==> src/rtl/exu_forward_ctrl_pkg.sv <==
// Shared types and widths for the EXU forwarding/hazard controller.
// Optional feature macro: FORWARD_RESP_BYPASS_EN (LSU response bypass).
package exu_forward_pkg;

  localparam int unsigned REG_ADDR_W = 5;
  localparam int unsigned CSR_ADDR_W = 12;
  localparam int unsigned XLEN       = 32;

  typedef enum logic [1:0] {
    FWD_NONE,
    FWD_MEM,
    FWD_WB,
    FWD_RESP
  } fwd_src_e;

  typedef enum logic {
    ST_RUN,
    ST_HOLD
  } fwd_state_e;

  // Generic write-back port; GPR addresses are zero-extended to CSR width.
  typedef struct packed {
    logic                  we;
    logic [CSR_ADDR_W-1:0] addr;
    logic [XLEN-1:0]       data;
  } wb_port_t;

endpackage

==> src/rtl/exu_forward_ctrl_if.sv <==
// EXU / MEM / WB / LSU signal bundle for the forwarding controller.
interface exu_forward_ctrl_if;
  import exu_forward_pkg::*;

  logic                  EXU_valid;
  logic [REG_ADDR_W-1:0] EXU_rs1;
  logic [REG_ADDR_W-1:0] EXU_rs2;
  logic [CSR_ADDR_W-1:0] EXU_csr_rs;
  logic                  EXU_use_rs1;
  logic                  EXU_use_rs2;
  logic                  EXU_use_csr;
  logic [REG_ADDR_W-1:0] EXU_rd;
  logic                  EXU_is_load;
  logic                  EXU_fire;

  logic                  MEM_rd_we;
  logic [REG_ADDR_W-1:0] MEM_rd;
  logic [XLEN-1:0]       MEM_rd_data;
  logic                  MEM_csr_we;
  logic [CSR_ADDR_W-1:0] MEM_csr_addr;
  logic [XLEN-1:0]       MEM_csr_data;

  logic                  WB_rd_we;
  logic [REG_ADDR_W-1:0] WB_rd;
  logic [XLEN-1:0]       WB_rd_data;
  logic                  WB_csr_we;
  logic [CSR_ADDR_W-1:0] WB_csr_addr;
  logic [XLEN-1:0]       WB_csr_data;

  logic                  LSU_resp_valid;
  logic [REG_ADDR_W-1:0] LSU_resp_rd;
  logic [XLEN-1:0]       LSU_resp_data;

  logic                  FORWARD_rs1_hazard_EXU;
  logic [XLEN-1:0]       FORWARD_rs1_data_EXU;
  logic                  FORWARD_rs2_hazard_EXU;
  logic [XLEN-1:0]       FORWARD_rs2_data_EXU;
  logic                  FORWARD_csr_rs_hazard_EXU;
  logic [XLEN-1:0]       FORWARD_csr_rs_data_EXU;
  logic                  FORWARD_stall_EXU;
  logic [2:0]            FORWARD_outstanding;

  modport master (
    output EXU_valid, EXU_rs1, EXU_rs2, EXU_csr_rs, EXU_use_rs1, EXU_use_rs2,
           EXU_use_csr, EXU_rd, EXU_is_load, EXU_fire,
           MEM_rd_we, MEM_rd, MEM_rd_data, MEM_csr_we, MEM_csr_addr, MEM_csr_data,
           WB_rd_we, WB_rd, WB_rd_data, WB_csr_we, WB_csr_addr, WB_csr_data,
           LSU_resp_valid, LSU_resp_rd, LSU_resp_data,
    input  FORWARD_rs1_hazard_EXU, FORWARD_rs1_data_EXU,
           FORWARD_rs2_hazard_EXU, FORWARD_rs2_data_EXU,
           FORWARD_csr_rs_hazard_EXU, FORWARD_csr_rs_data_EXU,
           FORWARD_stall_EXU, FORWARD_outstanding
  );

  modport slave (
    input  EXU_valid, EXU_rs1, EXU_rs2, EXU_csr_rs, EXU_use_rs1, EXU_use_rs2,
           EXU_use_csr, EXU_rd, EXU_is_load, EXU_fire,
           MEM_rd_we, MEM_rd, MEM_rd_data, MEM_csr_we, MEM_csr_addr, MEM_csr_data,
           WB_rd_we, WB_rd, WB_rd_data, WB_csr_we, WB_csr_addr, WB_csr_data,
           LSU_resp_valid, LSU_resp_rd, LSU_resp_data,
    output FORWARD_rs1_hazard_EXU, FORWARD_rs1_data_EXU,
           FORWARD_rs2_hazard_EXU, FORWARD_rs2_data_EXU,
           FORWARD_csr_rs_hazard_EXU, FORWARD_csr_rs_data_EXU,
           FORWARD_stall_EXU, FORWARD_outstanding
  );

endinterface

==> src/rtl/exu_forward_sel.sv <==
// Per-operand priority forwarding match: MEM, then WB, then LSU response.
// SKIP_ZERO suppresses matches on address 0 (GPR x0).
module exu_forward_sel
  import exu_forward_pkg::*;
#(
  parameter bit SKIP_ZERO = 1'b1
) (
  input  logic [CSR_ADDR_W-1:0] src_addr,
  input  wb_port_t              mem_port,
  input  wb_port_t              wb_port,
  input  wb_port_t              resp_port,
  output fwd_src_e              src,
  output logic [XLEN-1:0]       data
);

  logic addr_ok;
  assign addr_ok = !(SKIP_ZERO && (src_addr == '0));

  // First matching stage wins; no match yields zero data.
  always_comb begin
    src  = FWD_NONE;
    data = '0;
    if (addr_ok) begin
      if (mem_port.we && (mem_port.addr == src_addr)) begin
        src  = FWD_MEM;
        data = mem_port.data;
      end else if (wb_port.we && (wb_port.addr == src_addr)) begin
        src  = FWD_WB;
        data = wb_port.data;
      end else if (resp_port.we && (resp_port.addr == src_addr)) begin
        src  = FWD_RESP;
        data = resp_port.data;
      end
    end
  end

endmodule

==> src/rtl/exu_forward_ctrl.sv <==
// EXU hazard/forwarding controller: operand forwarding, GPR pending-load
// scoreboard, outstanding-load cap and EXU stall.
// Optional macro FORWARD_RESP_BYPASS_EN: forward LSU response data in the
// response cycle and treat the pending bit as resolved immediately.
module exu_forward_ctrl
  import exu_forward_pkg::*;
#(
  parameter int unsigned MAX_OUTSTANDING = 2,
  parameter int unsigned REG_NUM         = 32
) (
  input logic               clk,
  input logic               rst,
  exu_forward_ctrl_if.slave bus
);

  localparam logic [2:0] MAX_CNT = 3'(MAX_OUTSTANDING);

  logic [REG_NUM-1:0]         pending;
  logic [2**REG_ADDR_W-1:0]   pending_ext;
  logic [2:0]                 outstanding;
  fwd_state_e                 state_q, state_d;
  logic                       FORWARD_hold_q;
  logic                       unused_hold;

  wb_port_t mem_gpr, wb_gpr, resp_gpr, mem_csr, wb_csr, no_port;
  fwd_src_e rs1_src, rs2_src, csr_src;

  logic load_fire, set_en, stall_a, stall_b, stall_c, stall;

  assign no_port = '0;

  assign mem_gpr.we   = bus.MEM_rd_we;
  assign mem_gpr.addr = CSR_ADDR_W'(bus.MEM_rd);
  assign mem_gpr.data = bus.MEM_rd_data;
  assign wb_gpr.we    = bus.WB_rd_we;
  assign wb_gpr.addr  = CSR_ADDR_W'(bus.WB_rd);
  assign wb_gpr.data  = bus.WB_rd_data;
`ifdef FORWARD_RESP_BYPASS_EN
  assign resp_gpr.we  = bus.LSU_resp_valid;
`else
  assign resp_gpr.we  = 1'b0;
`endif
  assign resp_gpr.addr = CSR_ADDR_W'(bus.LSU_resp_rd);
  assign resp_gpr.data = bus.LSU_resp_data;

  assign mem_csr.we   = bus.MEM_csr_we;
  assign mem_csr.addr = bus.MEM_csr_addr;
  assign mem_csr.data = bus.MEM_csr_data;
  assign wb_csr.we    = bus.WB_csr_we;
  assign wb_csr.addr  = bus.WB_csr_addr;
  assign wb_csr.data  = bus.WB_csr_data;

  exu_forward_sel #(.SKIP_ZERO(1'b1)) u_sel_rs1 (
    .src_addr  (CSR_ADDR_W'(bus.EXU_rs1)),
    .mem_port  (mem_gpr),
    .wb_port   (wb_gpr),
    .resp_port (resp_gpr),
    .src       (rs1_src),
    .data      (bus.FORWARD_rs1_data_EXU)
  );

  exu_forward_sel #(.SKIP_ZERO(1'b1)) u_sel_rs2 (
    .src_addr  (CSR_ADDR_W'(bus.EXU_rs2)),
    .mem_port  (mem_gpr),
    .wb_port   (wb_gpr),
    .resp_port (resp_gpr),
    .src       (rs2_src),
    .data      (bus.FORWARD_rs2_data_EXU)
  );

  exu_forward_sel #(.SKIP_ZERO(1'b0)) u_sel_csr (
    .src_addr  (bus.EXU_csr_rs),
    .mem_port  (mem_csr),
    .wb_port   (wb_csr),
    .resp_port (no_port),
    .src       (csr_src),
    .data      (bus.FORWARD_csr_rs_data_EXU)
  );

  assign bus.FORWARD_rs1_hazard_EXU    = (rs1_src != FWD_NONE);
  assign bus.FORWARD_rs2_hazard_EXU    = (rs2_src != FWD_NONE);
  assign bus.FORWARD_csr_rs_hazard_EXU = (csr_src != FWD_NONE);

  assign load_fire = bus.EXU_fire && bus.EXU_is_load;
  assign set_en    = load_fire && (bus.EXU_rd != '0);

  // Scoreboard: set on load fire, clear on response; set wins on collision.
  always_ff @(posedge clk or negedge rst) begin
    if (!rst) begin
      pending <= '0;
    end else begin
      pending[0] <= 1'b0;
      for (int unsigned i = 1; i < REG_NUM; i++) begin
        if (set_en && (bus.EXU_rd == REG_ADDR_W'(i)))
          pending[i] <= 1'b1;
        else if (bus.LSU_resp_valid && (bus.LSU_resp_rd == REG_ADDR_W'(i)))
          pending[i] <= 1'b0;
      end
    end
  end

  // Outstanding-load counter, saturating at 0 and MAX_OUTSTANDING.
  always_ff @(posedge clk or negedge rst) begin
    if (!rst) begin
      outstanding <= '0;
    end else begin
      if (load_fire && !(bus.LSU_resp_valid && (outstanding != '0))) begin
        if (outstanding != MAX_CNT)
          outstanding <= outstanding + 3'd1;
      end else if (!load_fire && bus.LSU_resp_valid && (outstanding != '0)) begin
        outstanding <= outstanding - 3'd1;
      end
    end
  end

  assign pending_ext = (2**REG_ADDR_W)'(pending);

  // A forward from any stage (including the bypassed response) resolves the pending bit.
  assign stall_a = bus.EXU_use_rs1 && pending_ext[bus.EXU_rs1] && !bus.FORWARD_rs1_hazard_EXU;
  assign stall_b = bus.EXU_use_rs2 && pending_ext[bus.EXU_rs2] && !bus.FORWARD_rs2_hazard_EXU;
  assign stall_c = bus.EXU_is_load && (outstanding == MAX_CNT) && !bus.LSU_resp_valid;
  assign stall   = bus.EXU_valid && (stall_a || stall_b || stall_c);

  assign bus.FORWARD_stall_EXU   = stall;
  assign bus.FORWARD_outstanding = outstanding;

  // RUN/HOLD state register.
  always_ff @(posedge clk or negedge rst) begin
    if (!rst) state_q <= ST_RUN;
    else      state_q <= state_d;
  end

  // Next state follows the stall condition.
  always_comb begin
    state_d = state_q;
    case (state_q)
      ST_RUN:  if (stall)  state_d = ST_HOLD;
      ST_HOLD: if (!stall) state_d = ST_RUN;
      default: state_d = ST_RUN;
    endcase
  end

  assign FORWARD_hold_q = (state_q == ST_HOLD);
  assign unused_hold    = FORWARD_hold_q;

endmodule

==> src/flat_wrapper.sv <==
// flat-port wrapper written by rule: the top's interface ports become plain ports
module exu_forward_ctrl_flat import exu_forward_pkg::*;
#(
  parameter int unsigned MAX_OUTSTANDING = 2,
  parameter int unsigned REG_NUM         = 32
)
  (clk, rst, bus_EXU_valid, bus_EXU_rs1, bus_EXU_rs2, bus_EXU_csr_rs, bus_EXU_use_rs1, bus_EXU_use_rs2, bus_EXU_use_csr, bus_EXU_rd, bus_EXU_is_load, bus_EXU_fire, bus_MEM_rd_we, bus_MEM_rd, bus_MEM_rd_data, bus_MEM_csr_we, bus_MEM_csr_addr, bus_MEM_csr_data, bus_WB_rd_we, bus_WB_rd, bus_WB_rd_data, bus_WB_csr_we, bus_WB_csr_addr, bus_WB_csr_data, bus_LSU_resp_valid, bus_LSU_resp_rd, bus_LSU_resp_data, bus_FORWARD_rs1_hazard_EXU, bus_FORWARD_rs1_data_EXU, bus_FORWARD_rs2_hazard_EXU, bus_FORWARD_rs2_data_EXU, bus_FORWARD_csr_rs_hazard_EXU, bus_FORWARD_csr_rs_data_EXU, bus_FORWARD_stall_EXU, bus_FORWARD_outstanding);
  exu_forward_ctrl_if bus_i ();
  input logic clk;
  input logic rst;
  input wire logic [$bits(bus_i.EXU_valid)-1:0] bus_EXU_valid;
  input wire logic [$bits(bus_i.EXU_rs1)-1:0] bus_EXU_rs1;
  input wire logic [$bits(bus_i.EXU_rs2)-1:0] bus_EXU_rs2;
  input wire logic [$bits(bus_i.EXU_csr_rs)-1:0] bus_EXU_csr_rs;
  input wire logic [$bits(bus_i.EXU_use_rs1)-1:0] bus_EXU_use_rs1;
  input wire logic [$bits(bus_i.EXU_use_rs2)-1:0] bus_EXU_use_rs2;
  input wire logic [$bits(bus_i.EXU_use_csr)-1:0] bus_EXU_use_csr;
  input wire logic [$bits(bus_i.EXU_rd)-1:0] bus_EXU_rd;
  input wire logic [$bits(bus_i.EXU_is_load)-1:0] bus_EXU_is_load;
  input wire logic [$bits(bus_i.EXU_fire)-1:0] bus_EXU_fire;
  input wire logic [$bits(bus_i.MEM_rd_we)-1:0] bus_MEM_rd_we;
  input wire logic [$bits(bus_i.MEM_rd)-1:0] bus_MEM_rd;
  input wire logic [$bits(bus_i.MEM_rd_data)-1:0] bus_MEM_rd_data;
  input wire logic [$bits(bus_i.MEM_csr_we)-1:0] bus_MEM_csr_we;
  input wire logic [$bits(bus_i.MEM_csr_addr)-1:0] bus_MEM_csr_addr;
  input wire logic [$bits(bus_i.MEM_csr_data)-1:0] bus_MEM_csr_data;
  input wire logic [$bits(bus_i.WB_rd_we)-1:0] bus_WB_rd_we;
  input wire logic [$bits(bus_i.WB_rd)-1:0] bus_WB_rd;
  input wire logic [$bits(bus_i.WB_rd_data)-1:0] bus_WB_rd_data;
  input wire logic [$bits(bus_i.WB_csr_we)-1:0] bus_WB_csr_we;
  input wire logic [$bits(bus_i.WB_csr_addr)-1:0] bus_WB_csr_addr;
  input wire logic [$bits(bus_i.WB_csr_data)-1:0] bus_WB_csr_data;
  input wire logic [$bits(bus_i.LSU_resp_valid)-1:0] bus_LSU_resp_valid;
  input wire logic [$bits(bus_i.LSU_resp_rd)-1:0] bus_LSU_resp_rd;
  input wire logic [$bits(bus_i.LSU_resp_data)-1:0] bus_LSU_resp_data;
  output wire logic [$bits(bus_i.FORWARD_rs1_hazard_EXU)-1:0] bus_FORWARD_rs1_hazard_EXU;
  output wire logic [$bits(bus_i.FORWARD_rs1_data_EXU)-1:0] bus_FORWARD_rs1_data_EXU;
  output wire logic [$bits(bus_i.FORWARD_rs2_hazard_EXU)-1:0] bus_FORWARD_rs2_hazard_EXU;
  output wire logic [$bits(bus_i.FORWARD_rs2_data_EXU)-1:0] bus_FORWARD_rs2_data_EXU;
  output wire logic [$bits(bus_i.FORWARD_csr_rs_hazard_EXU)-1:0] bus_FORWARD_csr_rs_hazard_EXU;
  output wire logic [$bits(bus_i.FORWARD_csr_rs_data_EXU)-1:0] bus_FORWARD_csr_rs_data_EXU;
  output wire logic [$bits(bus_i.FORWARD_stall_EXU)-1:0] bus_FORWARD_stall_EXU;
  output wire logic [$bits(bus_i.FORWARD_outstanding)-1:0] bus_FORWARD_outstanding;
  assign bus_i.EXU_valid = bus_EXU_valid;
  assign bus_i.EXU_rs1 = bus_EXU_rs1;
  assign bus_i.EXU_rs2 = bus_EXU_rs2;
  assign bus_i.EXU_csr_rs = bus_EXU_csr_rs;
  assign bus_i.EXU_use_rs1 = bus_EXU_use_rs1;
  assign bus_i.EXU_use_rs2 = bus_EXU_use_rs2;
  assign bus_i.EXU_use_csr = bus_EXU_use_csr;
  assign bus_i.EXU_rd = bus_EXU_rd;
  assign bus_i.EXU_is_load = bus_EXU_is_load;
  assign bus_i.EXU_fire = bus_EXU_fire;
  assign bus_i.MEM_rd_we = bus_MEM_rd_we;
  assign bus_i.MEM_rd = bus_MEM_rd;
  assign bus_i.MEM_rd_data = bus_MEM_rd_data;
  assign bus_i.MEM_csr_we = bus_MEM_csr_we;
  assign bus_i.MEM_csr_addr = bus_MEM_csr_addr;
  assign bus_i.MEM_csr_data = bus_MEM_csr_data;
  assign bus_i.WB_rd_we = bus_WB_rd_we;
  assign bus_i.WB_rd = bus_WB_rd;
  assign bus_i.WB_rd_data = bus_WB_rd_data;
  assign bus_i.WB_csr_we = bus_WB_csr_we;
  assign bus_i.WB_csr_addr = bus_WB_csr_addr;
  assign bus_i.WB_csr_data = bus_WB_csr_data;
  assign bus_i.LSU_resp_valid = bus_LSU_resp_valid;
  assign bus_i.LSU_resp_rd = bus_LSU_resp_rd;
  assign bus_i.LSU_resp_data = bus_LSU_resp_data;
  assign bus_FORWARD_rs1_hazard_EXU = bus_i.FORWARD_rs1_hazard_EXU;
  assign bus_FORWARD_rs1_data_EXU = bus_i.FORWARD_rs1_data_EXU;
  assign bus_FORWARD_rs2_hazard_EXU = bus_i.FORWARD_rs2_hazard_EXU;
  assign bus_FORWARD_rs2_data_EXU = bus_i.FORWARD_rs2_data_EXU;
  assign bus_FORWARD_csr_rs_hazard_EXU = bus_i.FORWARD_csr_rs_hazard_EXU;
  assign bus_FORWARD_csr_rs_data_EXU = bus_i.FORWARD_csr_rs_data_EXU;
  assign bus_FORWARD_stall_EXU = bus_i.FORWARD_stall_EXU;
  assign bus_FORWARD_outstanding = bus_i.FORWARD_outstanding;
  exu_forward_ctrl #(.MAX_OUTSTANDING(MAX_OUTSTANDING), .REG_NUM(REG_NUM)) u_core (.clk(clk), .rst(rst), .bus(bus_i));
endmodule
==> config.mk <==
export PLATFORM = sky130hd
export DESIGN_NAME = exu_forward_ctrl_flat
export DESIGN_NICKNAME = d
export VERILOG_FILES = /design/src/rtl/exu_forward_ctrl_pkg.sv /design/src/rtl/exu_forward_ctrl_if.sv /design/src/rtl/exu_forward_sel.sv /design/src/rtl/exu_forward_ctrl.sv /design/src/flat_wrapper.sv
export SDC_FILE = /design/constraint.sdc
export NUM_CORES = 1
export LEC_CHECK = 0
export ABC_CLOCK_PERIOD_IN_PS = 5450
export CORE_AREA = 2 2 132 134
export DETAILED_ROUTE_END_ITERATION = 8
export DIE_AREA = 0 0 134 136
export HOLD_SLACK_MARGIN = 0.05
export PLACE_DENSITY = 0.74
export SLEW_MARGIN = 25
export SYNTH_ARGS = -nofsm -noshare
export SYNTH_HDL_FRONTEND = slang
export SYNTH_SLANG_ARGS = --single-unit
==> constraint.sdc <==
create_clock -name clk -period 5.45 [get_ports clk]
set_clock_uncertainty 0.1 [all_clocks]
set_input_delay 0.545 -clock clk [delete_from_list [all_inputs] [get_ports clk]]
set_output_delay 0.545 -clock clk [all_outputs]
set_load 0.02 [all_outputs]
-- Yosys cells after proc, flatten, opt, wreduce, memory -nomap -nowiden
Index checks and enable logic that the tools add are counted.
Widths: inputs -> output; s select.
- flip-flop bits (word level): 34
- input bits: 239
- logic and storage cells: 320
- output and inout bits: 103
- equal/unequal tests: 71
- multiplexer cells: 85
- reduce and logical (&&, ||, !) cells: 128
- $lt $le $gt $ge: 2
- add/sub/neg operators: 2
- operators with widths (kind ; count):
    $mux 32 ; 8
    $eq 5x5->1 const B ; 32
    $logic_and 1x1->1 ; 81
    $eq 5x4->1 const B ; 16
    $reduce_bool 2->1 ; 35
    $mux 1 ; 64
    $eq 5x3->1 const B ; 8
    $eq 12x12->1 ; 2
    $logic_not 12->1 ; 2
    $eq 5x2->1 const B ; 4
    $eq 5x5->1 ; 4
    $mux 2 ; 8
    $lt 5x6->1 const B ; 2
    $bmux 1 s5 ; 2
    $eq 5x1->1 const B ; 2
    $mux 3 ; 3
    $logic_not 1->1 ; 5
    $reduce_bool 5->1 ; 1
    $add 3x1->3 const B ; 1
    $eq 3x2->1 const B ; 1
    $ne 3x2->1 const B ; 1
    $reduce_bool 3->1 ; 1
    $sub 3x1->3 const B ; 1
    $logic_or 1x1->1 ; 2
    other kinds (2) ; 2

-- Depth between registers and ports, before layout
- depth after elaboration: 11
- gate-level depth with buffers: 9
- depth with buffers taken out: 6

-- Hierarchy
Synthesis repeated with hierarchy kept, for this count alone.
- cell total of the unflattened synthesis: 1020
- area, all modules: 7215.7 um^2
- by module, submodules not included (module ; times used ; cells each ; seq. area each (um^2) ; area each (um^2)):
    exu_forward_sel at u_core.u_sel_rs1 ... ; 2 ; 272 ; 0.0 ; 1694.1
    exu_forward_ctrl ; 1 ; 225 ; 850.8 ; 2194.6
    exu_forward_sel at u_core.u_sel_csr ; 1 ; 251 ; 0.0 ; 1632.8

-- Least setup slack after synthesis
OpenSTA, ideal clock, no wires.
- path type: input port to output port
- from: input bus_EXU_rs1[2]
- to: output bus_FORWARD_stall_EXU
- required time: 4805 ps
- path buffers: 1
- cell stages on the path: 5
- path slack: 2713 ps
- arrival: 2092 ps
- cells stage by stage: buf_4 or4_4 nor2_4 o2111ai_1 o31ai_1
- word-level cells in the longest chain between the ends: 11
- elaborated cells on any way between the ends: 17
- ends and longest elaborated chain (element ; RTL line ; RTL):
    start: declaration ; flat_wrapper.sv:12 ; input wire logic [$bits(bus_i.EXU_rs1)-1:0] bus_EXU_rs1;
    $eq 5x5->1 ; exu_forward_sel.sv:27 ; end else if (wb_port.we && (wb_port.addr == src_addr)) begin
    $logic_and 1x1->1 ; exu_forward_sel.sv:27 ;
    $mux 2 ; exu_forward_sel.sv:27 ;
    $mux 2 ; exu_forward_sel.sv:24 ; if (mem_port.we && (mem_port.addr == src_addr)) begin
    $mux 2 ; exu_forward_sel.sv:23 ; if (addr_ok) begin
    $reduce_bool 2->1 ; exu_forward_ctrl.sv:80 ; assign bus.FORWARD_rs1_hazard_EXU = (rs1_src != FWD_NONE);
    $logic_not 1->1 ; exu_forward_ctrl.sv:119 ; assign stall_a = bus.EXU_use_rs1 && pending_ext[bus.EXU_rs1] && !bus.FORWARD_rs1_hazard_EXU;
    $logic_and 1x1->1 (*) ; exu_forward_ctrl.sv:119 ;
    $logic_or 1x1->1 (*) (2 in a row) ; exu_forward_ctrl.sv:122 ; assign stall = bus.EXU_valid && (stall_a || stall_b || stall_c);
    $logic_and 1x1->1 (*) ; exu_forward_ctrl.sv:122 ;
    end: declaration ; flat_wrapper.sv:42 ; output wire logic [$bits(bus_i.FORWARD_stall_EXU)-1:0] bus_FORWARD_stall_EXU;
Mark *: on every way between the ends. The rest lies on a longest branch, timed or not. The select of a mux whose other input is x is not followed.

-- Worst setup path after layout
- from: input bus_EXU_rs2[3]
- to: output bus_FORWARD_rs2_data_EXU[17]
- word-level cells in the longest chain between the ends: 5
- elaborated cells on any way between the ends: 8
- ends and longest elaborated chain (element ; RTL line ; RTL):
    start: declaration ; flat_wrapper.sv:13 ; input wire logic [$bits(bus_i.EXU_rs2)-1:0] bus_EXU_rs2;
    $eq 5x5->1 ; exu_forward_sel.sv:27 ;
    $logic_and 1x1->1 ; exu_forward_sel.sv:27 ;
    $mux 32 ; exu_forward_sel.sv:27 ;
    $mux 32 ; exu_forward_sel.sv:24 ;
    $mux 32 (*) ; exu_forward_sel.sv:23 ;
    end: declaration ; flat_wrapper.sv:39 ; output wire logic [$bits(bus_i.FORWARD_rs2_data_EXU)-1:0] bus_FORWARD_rs2_data_EXU;
Mark *: on every way between the ends. The rest lies on a longest branch, timed or not.

==> run summary <==
DRT iter0 DRCs: 307
Buffers on Ports: 308
largest net degree at the start of global routing: 66
CTS root buf: clkbuf_16
Routed Wire Length: 17.2 mm
GR Util All Layers: 17.4%
post-route ant nets: 0
CP endpoint kind: output pin
sequential fraction of the synthesis area: 19.8%
DRC: 0
EDFF count, synth: 0
proportion of layout cells with a drive suffix above 1: 9.42%
#FFs+latches synth: 34
post-route cell area: 7610 sq um
CTS Hold Bufs: 0
num ports: 342
Min-Delay Path Class: reg2reg
htree depth: 2
PostCTS Resize Cnt: 0
Post-DP Area: 7440 sq um
Synth Cell Area: 4300 sq um
RSZ-0062 raised after global routing: false
startpoint types: primary input
Slew @ Worst Pin: 0.823 ns
clock slew at reported path FFs: 0.05 ns
routability cong.: 0.839
width of the die: 134 um
first-pass GRT wire length: 26.0 mm
vias per std cell: 4.88
worst-path maximum fanout: 20
hpwl dp: 13.7 mm
Cells after Synth: 555
vias in the first global route: 4908
CTS sink cnt: 34
final worst path period share: 77.8%
Peak Freq: 236 MHz
die area: 18200 sq um
Syn Nets: 795
max-slew violations: 0
Critical Path RT: 4.81 ns
Top FF cell, synth: dfrtp_1
Period minus WS final: 4.24 ns
Starting Density: 25.5%
synthesis-to-layout area growth: 76.7%
Crit path arrival time: 3.59 ns
ant diodes: 0
P_leak: 2.71 nW
grt total ovfl: 0
Ys Warns: 0
Post-CTS Setup Inserts: 0
final setup vio count: 0
Via Count: 5193
status: complete, no violations
CORE AREA: 16900 sq um
Final Hold Slack: 0.414 ns
Max Buffers Root-to-Sink: 2
Final nets: 1078
DRT Pass-1 Iters: 5
worst vdd ir: 242 uV
final hold vios: 0
Async SR Flop Fraction: 100%
Yosys cell types: 52
Die H: 136 um
TritonCTS Buffers: 5
FP Rows: 48
power per standard cell area: 157 nW/um^2
critical path class: in2out
Total Neg Setup Slack: 0 ns
initial antenna violation count: 1
Max Cap Violations: 0
later-pin clock latency in the skew report: 0.27 ns
TritonCTS clock tree: done
wire per inst: 16.2 um
syn_area_per_cell: 7.76 sq um
Relative slew margins: 44.9%
through the flow:
stage | cells | setup slack, ns | utilization [%] | total power, mW
final | 1064 | 1.21 | 45.1 | 1.19
after detailed placement | 1056 | 1.19 | 44.1 | 0.891
after CTS | 1064 | 1.18 | 45.1 | 1.20
after floorplan | 555 | 2.71 | - | 0.618
after global routing | 1064 | 0.983 | 45.1 | 1.26
after global placement | 1056 | 1.18 | 44.1 | 0.876
layer usage:
layer	track usage (%)	share of wire, %	routed length [um]	up-vias
li1	-	-	-	2583
met1	21.8	40	6920	2413
met2	31.6	52	8970	176
met3	3.06	6.4	1110	19
met4	3.37	1.2	201	2
met5	0	0.076	13	-
state kept, by name, indices dropped and copies added (netlist names):
signal and count:
u_core.bus.FORWARD_outstanding 3, u_core.pending 31
cell usage after synthesis, types with 5 or more instances:
cell type | instances | area, sq um
a22oi_1 | 35 | 263
a22oi_2 | 30 | 375
buf_2 | 7 | 35.0
buf_4 | 11 | 82.6
buf_6 | 10 | 113
clkbuf_1 | 13 | 48.8
dfrtp_1 | 34 | 851
mux2i_1 | 5 | 50.1
mux4_2 | 13 | 293
nand2_1 | 82 | 308
nand2b_1 | 7 | 43.8
nand3_1 | 15 | 75.1
nand4_1 | 5 | 31.3
nor2_1 | 75 | 282
nor2b_1 | 6 | 37.5
nor3_1 | 5 | 25.0
nor4_1 | 5 | 31.3
o21ai_0 | 47 | 235
o21ai_1 | 53 | 265
xnor2_1 | 20 | 175
xor2_1 | 23 | 201
cell families after synthesis:
family	synth area share [%]
muxes	8.49
and+or+nand+nor	24.2
buffers and inverters	8.05
AOI/OAI and AO/OA	29.9
DFF	19.8
adders and majority gates	0.465
xor gates and xnor gates	9.13
report_power, final:
part           switching [mW]  internal [mW]
Sequential             0.0693          0.306
Clock                  0.0959          0.206
Combinational           0.210          0.303
critical path, cell delays in order:
cell	delay (ns)
clkdlybuf4s50_1	0.62
xor2_2	0.24
nor4_2	0.35
and3_2	0.52
buf_4	0.41
a22oi_2	0.13
nor2_1	0.13
clkdlybuf4s50_1	0.62
cell usage in the layout, fill, tap and decap left out, drive strengths merged, types with 3 or more instances in the layout:
cell type | netlist | layout
clkdlybuf4s50 | 0 | 308
o21ai | 100 | 100
nand2 | 82 | 82
nor2 | 78 | 78
a22oi | 65 | 65
dfrtp | 34 | 34
xor2 | 24 | 24
xnor2 | 20 | 20
nand3 | 15 | 15
mux4 | 13 | 13
buf | 31 | 12
clkbuf | 13 | 8
nand2b | 7 | 7
nor2b | 6 | 6
nor4 | 6 | 6
nor3 | 6 | 6
nand4 | 5 | 5
mux2i | 5 | 5
a21oi | 4 | 4
or2 | 4 | 4
nand4b | 3 | 3
or3 | 3 | 3
and3 | 3 | 3
worst paths after layout:
kind	startpoint	end	slack, ns	depth (start not counted)
max	bus_EXU_rs2[3]	bus_FORWARD_rs2_data_EXU[17]	1.21	8
max reg2reg	u_core.bus.FORWARD_outstanding[2]	u_core.bus.FORWARD_outstanding[1]	3.53	6
min in group asynchronous	rst	u_core.pending[28]	0.57	2
min reg2reg	u_core.pending[10]	u_core.pending[10]	0.41	2
min	u_core.pending[10]	u_core.pending[10]	0.41	2
max in group asynchronous	rst	u_core.pending[10]	4.38	2
cell type report:
cell class / count / area, sq um
Fill cell: 1636 / 9270
Timing Repair Buffer: 320 / 3170
Multi-Input combinational cell: 475 / 3130
Sequential cell: 34 / 851
Tap cell: 225 / 282
Clock buffer: 8 / 166
Inverter: 2 / 7.51
Note: power is estimated with default switching activity, not from simulation.
